## config.mk

```make
export PLATFORM = sky130hd
export DESIGN_NAME = riscv_core_mdu_seq
export DESIGN_NICKNAME = d
export VERILOG_FILES = /design/src/rtl/riscv_core_mdu_seq.sv
export SDC_FILE = /design/constraint.sdc
export NUM_CORES = 1
export LEC_CHECK = 0
export ABC_AREA = 0
export CAP_MARGIN = 30
export CORE_AREA = 4 4 157 159
export CTS_BUF_LIST = sky130_fd_sc_hd__clkbuf_16
export CTS_CLUSTER_DIAMETER = 150
export DETAILED_ROUTE_END_ITERATION = 10
export DIE_AREA = 0 0 161 163
export PLACE_DENSITY = 0.72
export SLEW_MARGIN = 20
export SYNTH_ARGS = -nofsm -noshare
export SYNTH_HDL_FRONTEND = slang
export SYNTH_SLANG_ARGS = --single-unit
```

## constraint.sdc

```tcl
create_clock -name i_mdu_seq_clk -period 10.7 [get_ports i_mdu_seq_clk]
set_clock_uncertainty 0.1 [all_clocks]
set_input_delay 2.14 -clock i_mdu_seq_clk [delete_from_list [all_inputs] [get_ports i_mdu_seq_clk]]
set_output_delay 2.14 -clock i_mdu_seq_clk [all_outputs]
set_load 0.01 [all_outputs]
```

## src/rtl/riscv_core_mdu_seq.sv

```systemverilog
// Issue/writeback sequencer for the RV64M multiply/divide unit.
// Holds one op at a time: launches it, stalls the pipeline while the unit
// works, and presents the result on a valid/ready writeback port.
//
//  state   | meaning
//  --------+-------------------------------------------------------------
//  S_IDLE  | ready for a new op
//  S_START | md_en pulse to the unit this cycle
//  S_WAIT  | unit busy, counting toward timeout
//  S_HOLD  | result held on writeback port until consumed
//  S_DRAIN | flushed op still in the unit, result will be discarded
module riscv_core_mdu_seq #(
  parameter int XLEN    = 64,
  parameter int TIMEOUT = 255
) (
  input  logic            i_mdu_seq_clk,
  input  logic            i_mdu_seq_rst,
  input  logic            i_mdu_seq_valid,
  output logic            o_mdu_seq_ready,
  input  logic [2:0]      i_mdu_seq_funct3,
  input  logic            i_mdu_seq_isword,
  input  logic [XLEN-1:0] i_mdu_seq_srcA,
  input  logic [XLEN-1:0] i_mdu_seq_srcB,
  input  logic [4:0]      i_mdu_seq_rd,
  input  logic            i_mdu_seq_flush,
  output logic            o_mdu_seq_md_en,
  output logic [2:0]      o_mdu_seq_md_control,
  output logic            o_mdu_seq_md_isword,
  output logic [XLEN-1:0] o_mdu_seq_md_srcA,
  output logic [XLEN-1:0] o_mdu_seq_md_srcB,
  input  logic            i_mdu_seq_md_done,
  input  logic [XLEN-1:0] i_mdu_seq_md_result,
  output logic            o_mdu_seq_wb_valid,
  input  logic            i_mdu_seq_wb_ready,
  output logic [4:0]      o_mdu_seq_wb_rd,
  output logic [XLEN-1:0] o_mdu_seq_wb_data,
  output logic            o_mdu_seq_stall,
  output logic            o_mdu_seq_timeout
);

  typedef enum logic [2:0] {
    S_IDLE,
    S_START,
    S_WAIT,
    S_HOLD,
    S_DRAIN
  } state_t;

  localparam logic [7:0] CNT_TC = 8'(TIMEOUT - 1);

  state_t     state;
  logic [7:0] cnt;
  logic [4:0] rd_q;
  logic       drain_done;
  logic       is_idle;
  logic       rd_nz;
  logic       launch;

  // Accept decode: a flush in IDLE blocks acceptance for that cycle.
  always_comb begin
    is_idle         = (state == S_IDLE);
    rd_nz           = (i_mdu_seq_rd != 5'd0);
    o_mdu_seq_ready = is_idle & ~i_mdu_seq_flush;
    launch          = i_mdu_seq_valid & o_mdu_seq_ready & rd_nz;
    o_mdu_seq_stall = ~is_idle | (i_mdu_seq_valid & rd_nz);
  end

  // Sequencer FSM with registered unit-side and writeback-side outputs.
  always_ff @(posedge i_mdu_seq_clk or posedge i_mdu_seq_rst) begin
    if (i_mdu_seq_rst) begin
      state                <= S_IDLE;
      cnt                  <= 8'd0;
      rd_q                 <= 5'd0;
      drain_done           <= 1'b0;
      o_mdu_seq_md_en      <= 1'b0;
      o_mdu_seq_md_control <= 3'd0;
      o_mdu_seq_md_isword  <= 1'b0;
      o_mdu_seq_md_srcA    <= '0;
      o_mdu_seq_md_srcB    <= '0;
      o_mdu_seq_wb_valid   <= 1'b0;
      o_mdu_seq_wb_rd      <= 5'd0;
      o_mdu_seq_wb_data    <= '0;
      o_mdu_seq_timeout    <= 1'b0;
    end else begin
      o_mdu_seq_md_en   <= 1'b0;
      o_mdu_seq_timeout <= 1'b0;
      case (state)
        S_IDLE: begin
          cnt <= 8'd0;
          if (launch) begin
            o_mdu_seq_md_control <= i_mdu_seq_funct3;
            o_mdu_seq_md_isword  <= i_mdu_seq_isword;
            o_mdu_seq_md_srcA    <= i_mdu_seq_srcA;
            o_mdu_seq_md_srcB    <= i_mdu_seq_srcB;
            rd_q                 <= i_mdu_seq_rd;
            o_mdu_seq_md_en      <= 1'b1;
            state                <= S_START;
          end
        end
        S_START: begin
          cnt <= 8'd0;
          if (i_mdu_seq_flush) begin
            // A done coinciding with the flush is remembered so DRAIN exits at once.
            drain_done <= i_mdu_seq_md_done;
            state      <= S_DRAIN;
          end else if (i_mdu_seq_md_done) begin
            o_mdu_seq_wb_data  <= i_mdu_seq_md_result;
            o_mdu_seq_wb_rd    <= rd_q;
            o_mdu_seq_wb_valid <= 1'b1;
            state              <= S_HOLD;
          end else begin
            state <= S_WAIT;
          end
        end
        S_WAIT: begin
          if (i_mdu_seq_flush) begin
            drain_done <= i_mdu_seq_md_done;
            state      <= S_DRAIN;
          end else if (i_mdu_seq_md_done) begin
            o_mdu_seq_wb_data  <= i_mdu_seq_md_result;
            o_mdu_seq_wb_rd    <= rd_q;
            o_mdu_seq_wb_valid <= 1'b1;
            state              <= S_HOLD;
          end else if (cnt >= CNT_TC) begin
            o_mdu_seq_timeout <= 1'b1;
            cnt               <= 8'd0;
            state             <= S_IDLE;
          end else begin
            cnt <= cnt + 8'd1;
          end
        end
        S_HOLD: begin
          // Flush together with wb_ready counts as consumed; both just retire.
          if (i_mdu_seq_wb_ready || i_mdu_seq_flush) begin
            o_mdu_seq_wb_valid <= 1'b0;
            state              <= S_IDLE;
          end
        end
        S_DRAIN: begin
          if (drain_done || i_mdu_seq_md_done) begin
            drain_done <= 1'b0;
            cnt        <= 8'd0;
            state      <= S_IDLE;
          end else if (cnt >= CNT_TC) begin
            o_mdu_seq_timeout <= 1'b1;
            cnt               <= 8'd0;
            state             <= S_IDLE;
          end else begin
            cnt <= cnt + 8'd1;
          end
        end
        default: begin
          state <= S_IDLE;
        end
      endcase
    end
  end

endmodule

```

== Word-level counts from Yosys, hierarchy flattened ==
Cells that the tools add are included.
Operators by class
  add/sub/neg operators: 1
  order comparisons: 1
  equality and inequality tests: 12
  muxes and demuxes: 28
  bitwise operators: 7
  reduce and logical (&&, ||, !) cells: 15
Operator list (number)
  $mux W8: 4
  $pmux W8 S3: 1
  $mux W3: 7
  $pmux W3 S5: 1
  $mux W1: 12
  $ne A2 B2 Y1 const B: 5
  $reduce_and A3 Y1: 3
  $add A8 B1 Y8 const B: 1
  $ge A8 B8 Y1 const B: 1
  $eq A3 B2 Y1 const B: 2
  $ne A2 B1 Y1 const B: 3
  $pmux W1 S2: 3
  $reduce_bool A5 Y1: 1
  $and A1 B1 Y1: 4
  $reduce_and A2 Y1: 2
  $reduce_and A4 Y1: 1
  $reduce_bool A2 Y1: 2
  $reduce_or A2 Y1: 2
  $eq A3 B1 Y1 const B: 1
  $eq A3 B3 Y1 const B: 1
  $logic_not A3 Y1: 1
  $reduce_bool A3 Y1: 1
  $logic_or A1 B1 Y1: 2
  $not A1 Y1: 2
  $or A1 B1 Y1: 1
Storage, ports and cells
  register bits: 221
  bits of input ports: 207
  logic and storage cells: 77

== Longest topological paths before layout ==
  word-level depth: 6
  depth in mapped cells: 7
  depth with buffers taken out: 6

== Worst setup path after synthesis ==
OpenSTA, ideal clock, no wires.
  kind: in2out
  from: in i_mdu_seq_rd[1]
  to: out o_mdu_seq_stall
  data arrival time: 2.917 ns
  data required time: 8.460 ns
  path slack: 5.543 ns
  cell stages on the path: 3
  cell sequence: or4_1 > o21ai_2 > nand2_1
Between the ends
  longest elaborated chain between the ends: 3
Ends and longest elaborated chain
  from (decl): line 24  | input logic [4:0] i_mdu_seq_rd,
  $reduce_bool A5 Y1: line 62  | rd_nz = (i_mdu_seq_rd != 5'd0);
  $and A1 B1 Y1: line 65  | o_mdu_seq_stall = ~is_idle | (i_mdu_seq_valid & rd_nz);
  $or A1 B1 Y1: line 65
  to (decl): line 37  | output logic o_mdu_seq_stall,
Every way passes these cells.

== Worst setup path in the final report ==
Ends and elaborated chain as after synthesis.

==> run summary <==
Status: finished, final reports clean
Share of cells above drive strength 1: 25.92%
Gate Count Post-Synth: 542
Routed Antenna Nets: 0
Worst Hold Class: register to register
FP Rows: 56
Switching share of power: 29.06%
Flop pwr share: 35.4%
Tot GR Track Use: 18.47%
Leakage power: 6.325 nW
Worst path slowest cell: or4_1
Routed len/inst: 19.71 um
Power Total: 0.004156 W
Largest net degree at the start of global routing: 94
Setup crit end kind: output pin
First-pass DRT Iterations: 4
DRC: 0
First-pass GRT wire length: 38.19 mm
Net switching power: 0.001208 W
WP data arrival: 3940 ps
Post-synth cell types: 45
Syn nets: 751
Clock sink count: 221
Clock Latency Late Sink: 510 ps
Final Hold Fails: 0
CTS Root Buffer Type: clkbuf_16
Top cell by count, worst path: clkdlybuf4s50_1
Core area: 23260 um^2
Overflow left after global routing: 0
Worst slew pin tran: 934.3 ps
Dpl hpwl: 19.21 mm
Buffers on Ports: 412
Synth Register Bits: 221
Top FF cell, synth: dfrtp_1
Avg Inst Size Synth: 16.85 um^2
Cell accounting for the most synthesized area: dfrtp_1
Die span in y: 163 um
Routability cong.: 0.7773
Fmax: 0.1618 GHz
Die ar.: 26240 um^2
Antenna violations before repair: 1
CP Cell Sequence: clkdlybuf4s50_1, or4_1, o21ai_2, nand2_1, clkdlybuf4s50_1
Setup-failing EPs final: 0
CTS tree: done
Logic pwr share: 43.8%
Register area share after synthesis: 60.54%
Number of synthesized flops with an enable pin: 0
DR iter-0 viols: 225
H-tree depth: 1
Worst-path maximum fanout: 3
Power Density: 290.7 nW/um^2
Cts bufs inserted: 26
Post-CTS sizing: 0
Via count: 6133
Mapped Area: 9135 um^2
Reg clk slew, reported paths: 60 ps
Bufs on Longest Clock Path: 3
Clock power frac: 20.8%
Ys async rst share: 100.0%
Initial Utilization: 39.27%
Fin Setup TNS: 0 ps
RSZ-0062 raised after global routing: no
Syn. warnings: 0
VDD IR max: 0.1870 mV
Total setup buffers inserted after CTS: 0
Final period util: 57.76%
Critical path type: primary input to output pin
Die span in x: 161 um
Vias in the first global route: 6367
Drt via density: 4.732
Max Cap Violations: 0
Cts hold-fix bufs: 0
CP Data Required Time: 8460 ps
Critical path launch point type: primary input
Top cells by area, synth: dfrtp_1, mux2_4, mux2_2
Pint: 0.002948 W
Final Slew Violations: 0
Final Critical Period: 6180 ps
# nets final: 1168
Yosys top cell area share: 60.54%
IO Pins: 413
Largest stage delay, worst path: 640 ps
Final WL: 25.54 mm
Max-slew headroom: 37.72%
Area grow syn2layout: 56.47%
area by class of cell:
cell class	instances	area, um^2
Clock inverter	18	162.7
Fill cell	1856	8969
Multi-Input combinational cell	284	3261
Sequential cell	221	5530
Inverter	7	33.78
Antenna cell	1	2.502
Tap cell	319	399.1
Timing Repair Buffer	419	4229
Clock buffer	27	675.6
stage by stage:
step / hold slack (ps) / cells / utilization, % / setup slack, ps / area [um^2]
floorplan: 359.6 / 542 / - / 2411 / 9135
global placement: 372.6 / 1247 / 57.51 / 4484 / 13380
detailed placement: 379.8 / 1249 / 57.71 / 4478 / 13430
CTS: 393.8 / 1294 / 61.32 / 4467 / 14260
global route: 401.6 / 1296 / 61.45 / 4421 / 14290
finish: 387.7 / 1296 / 61.45 / 4520 / 14290
logic make-up (layout without fill, tap and decap cells):
family	after synthesis	in the layout	synth area share (%)
DFF	221	221	60.54
muxes	206	206	29.50
and+or+nand+nor	49	49	3.164
buffers and inverters	37	471	3.904
AOI/OAI and AO/OA	26	26	2.520
adders and majority gates	2	2	0.2739
xor gates and xnor gates	1	1	0.09589
other	0	1	0
worst max-delay path: cells and delay by family:
| kind | cells | cell delay, ps |
|---|---|---|
| buffers and inverters | 2 | 890 |
| and+or+nand+nor | 2 | 710 |
| AOI/OAI and AO/OA | 1 | 200 |
power groups by stage:
stage	Clock, W	Sequential, W	Combinational [W]
final	0.000864	0.00147	0.00182
after global routing	0.000925	0.00153	0.00192
after CTS	0.000894	0.00147	0.00185
after detailed placement	0	0.00148	0.00184
after global placement	0	0.00147	0.00182
after floorplan	0	0.00163	0.000663
state kept, by name, indices dropped and copies added, names as in the netlist:
| register | cells |
|---|---|
| o_mdu_seq_md_srcA | 64 |
| o_mdu_seq_md_srcB | 64 |
| o_mdu_seq_wb_data | 64 |
| cnt | 8 |
| o_mdu_seq_wb_rd | 5 |
| rd_q | 5 |
| o_mdu_seq_md_control | 3 |
| state | 3 |
| drain_done | 1 |
| o_mdu_seq_md_en | 1 |
| o_mdu_seq_md_isword | 1 |
| o_mdu_seq_timeout | 1 |
| o_mdu_seq_wb_valid | 1 |
synthesized netlist by cell type, types with 2 or more instances:
master    instances
inv_1             7
o21ai_0           4
or2_2             3
nand4_1           6
nand2b_1          2
buf_2            10
buf_6             3
nor3_1            2
buf_12           11
ha_1              2
mux2_1           12
nor2_1            6
a21oi_1           5
nand3_1           5
o22a_1            2
o22ai_1           3
mux2_4          100
mux2_2           94
dfrtp_1         221
clkbuf_1          3
nand2_1          12
buf_1             2
o311ai_2          5
placed cells by master, fill, tap and decap left out, drive strengths merged:
| master | n |
|---|---|
| a21oi | 6 |
| ha | 2 |
| bufinv | 3 |
| clkinv | 10 |
| dfrtp | 221 |
| or2 | 3 |
| a22o | 1 |
| or4 | 1 |
| o311ai | 5 |
| or4b | 1 |
| buf | 7 |
| a22oi | 1 |
| nor3 | 3 |
| clkinvlp | 2 |
| diode | 1 |
| nor4b | 1 |
| clkbuf | 27 |
| nor2b | 1 |
| a2bb2oi | 1 |
| nand3 | 6 |
| mux2 | 206 |
| nor2 | 6 |
| nor4 | 1 |
| and3 | 1 |
| o31a | 1 |
| o22ai | 3 |
| o21ai | 5 |
| and2 | 1 |
| xor2 | 1 |
| clkdlybuf4s50 | 412 |
| o22a | 2 |
| inv | 10 |
| nand4 | 6 |
| nand2 | 12 |
| nor3b | 1 |
| or3 | 1 |
| nand2b | 3 |
| a221oi | 1 |
| nand3b | 1 |
per-layer routing:
layer  vias up  GRT usage (%)  part of all wire, %
li1       2775              -                    -
met2       257          32.54                   50
met4         0          5.506                  3.5
met5         -              0                    0
met3        51          6.277                  8.5
met1      3050          21.44                   38
final timing paths:
check                                     start               endpoint  slack [ps]  cells past startpoint
max in group asynchronous         i_mdu_seq_rst  o_mdu_seq_wb_data[27]        7200                      3
setup / recovery                i_mdu_seq_rd[1]        o_mdu_seq_stall        4520                      5
hold reg to reg            o_mdu_seq_md_srcB[3]   o_mdu_seq_md_srcB[3]         390                      1
hold / removal             o_mdu_seq_md_srcB[3]   o_mdu_seq_md_srcB[3]         390                      1
setup reg to reg                       state[0]  o_mdu_seq_md_srcA[36]        7630                      5
min in group asynchronous         i_mdu_seq_rst  o_mdu_seq_md_srcB[51]        2030                      2
(Power assumes the default switching activity.)
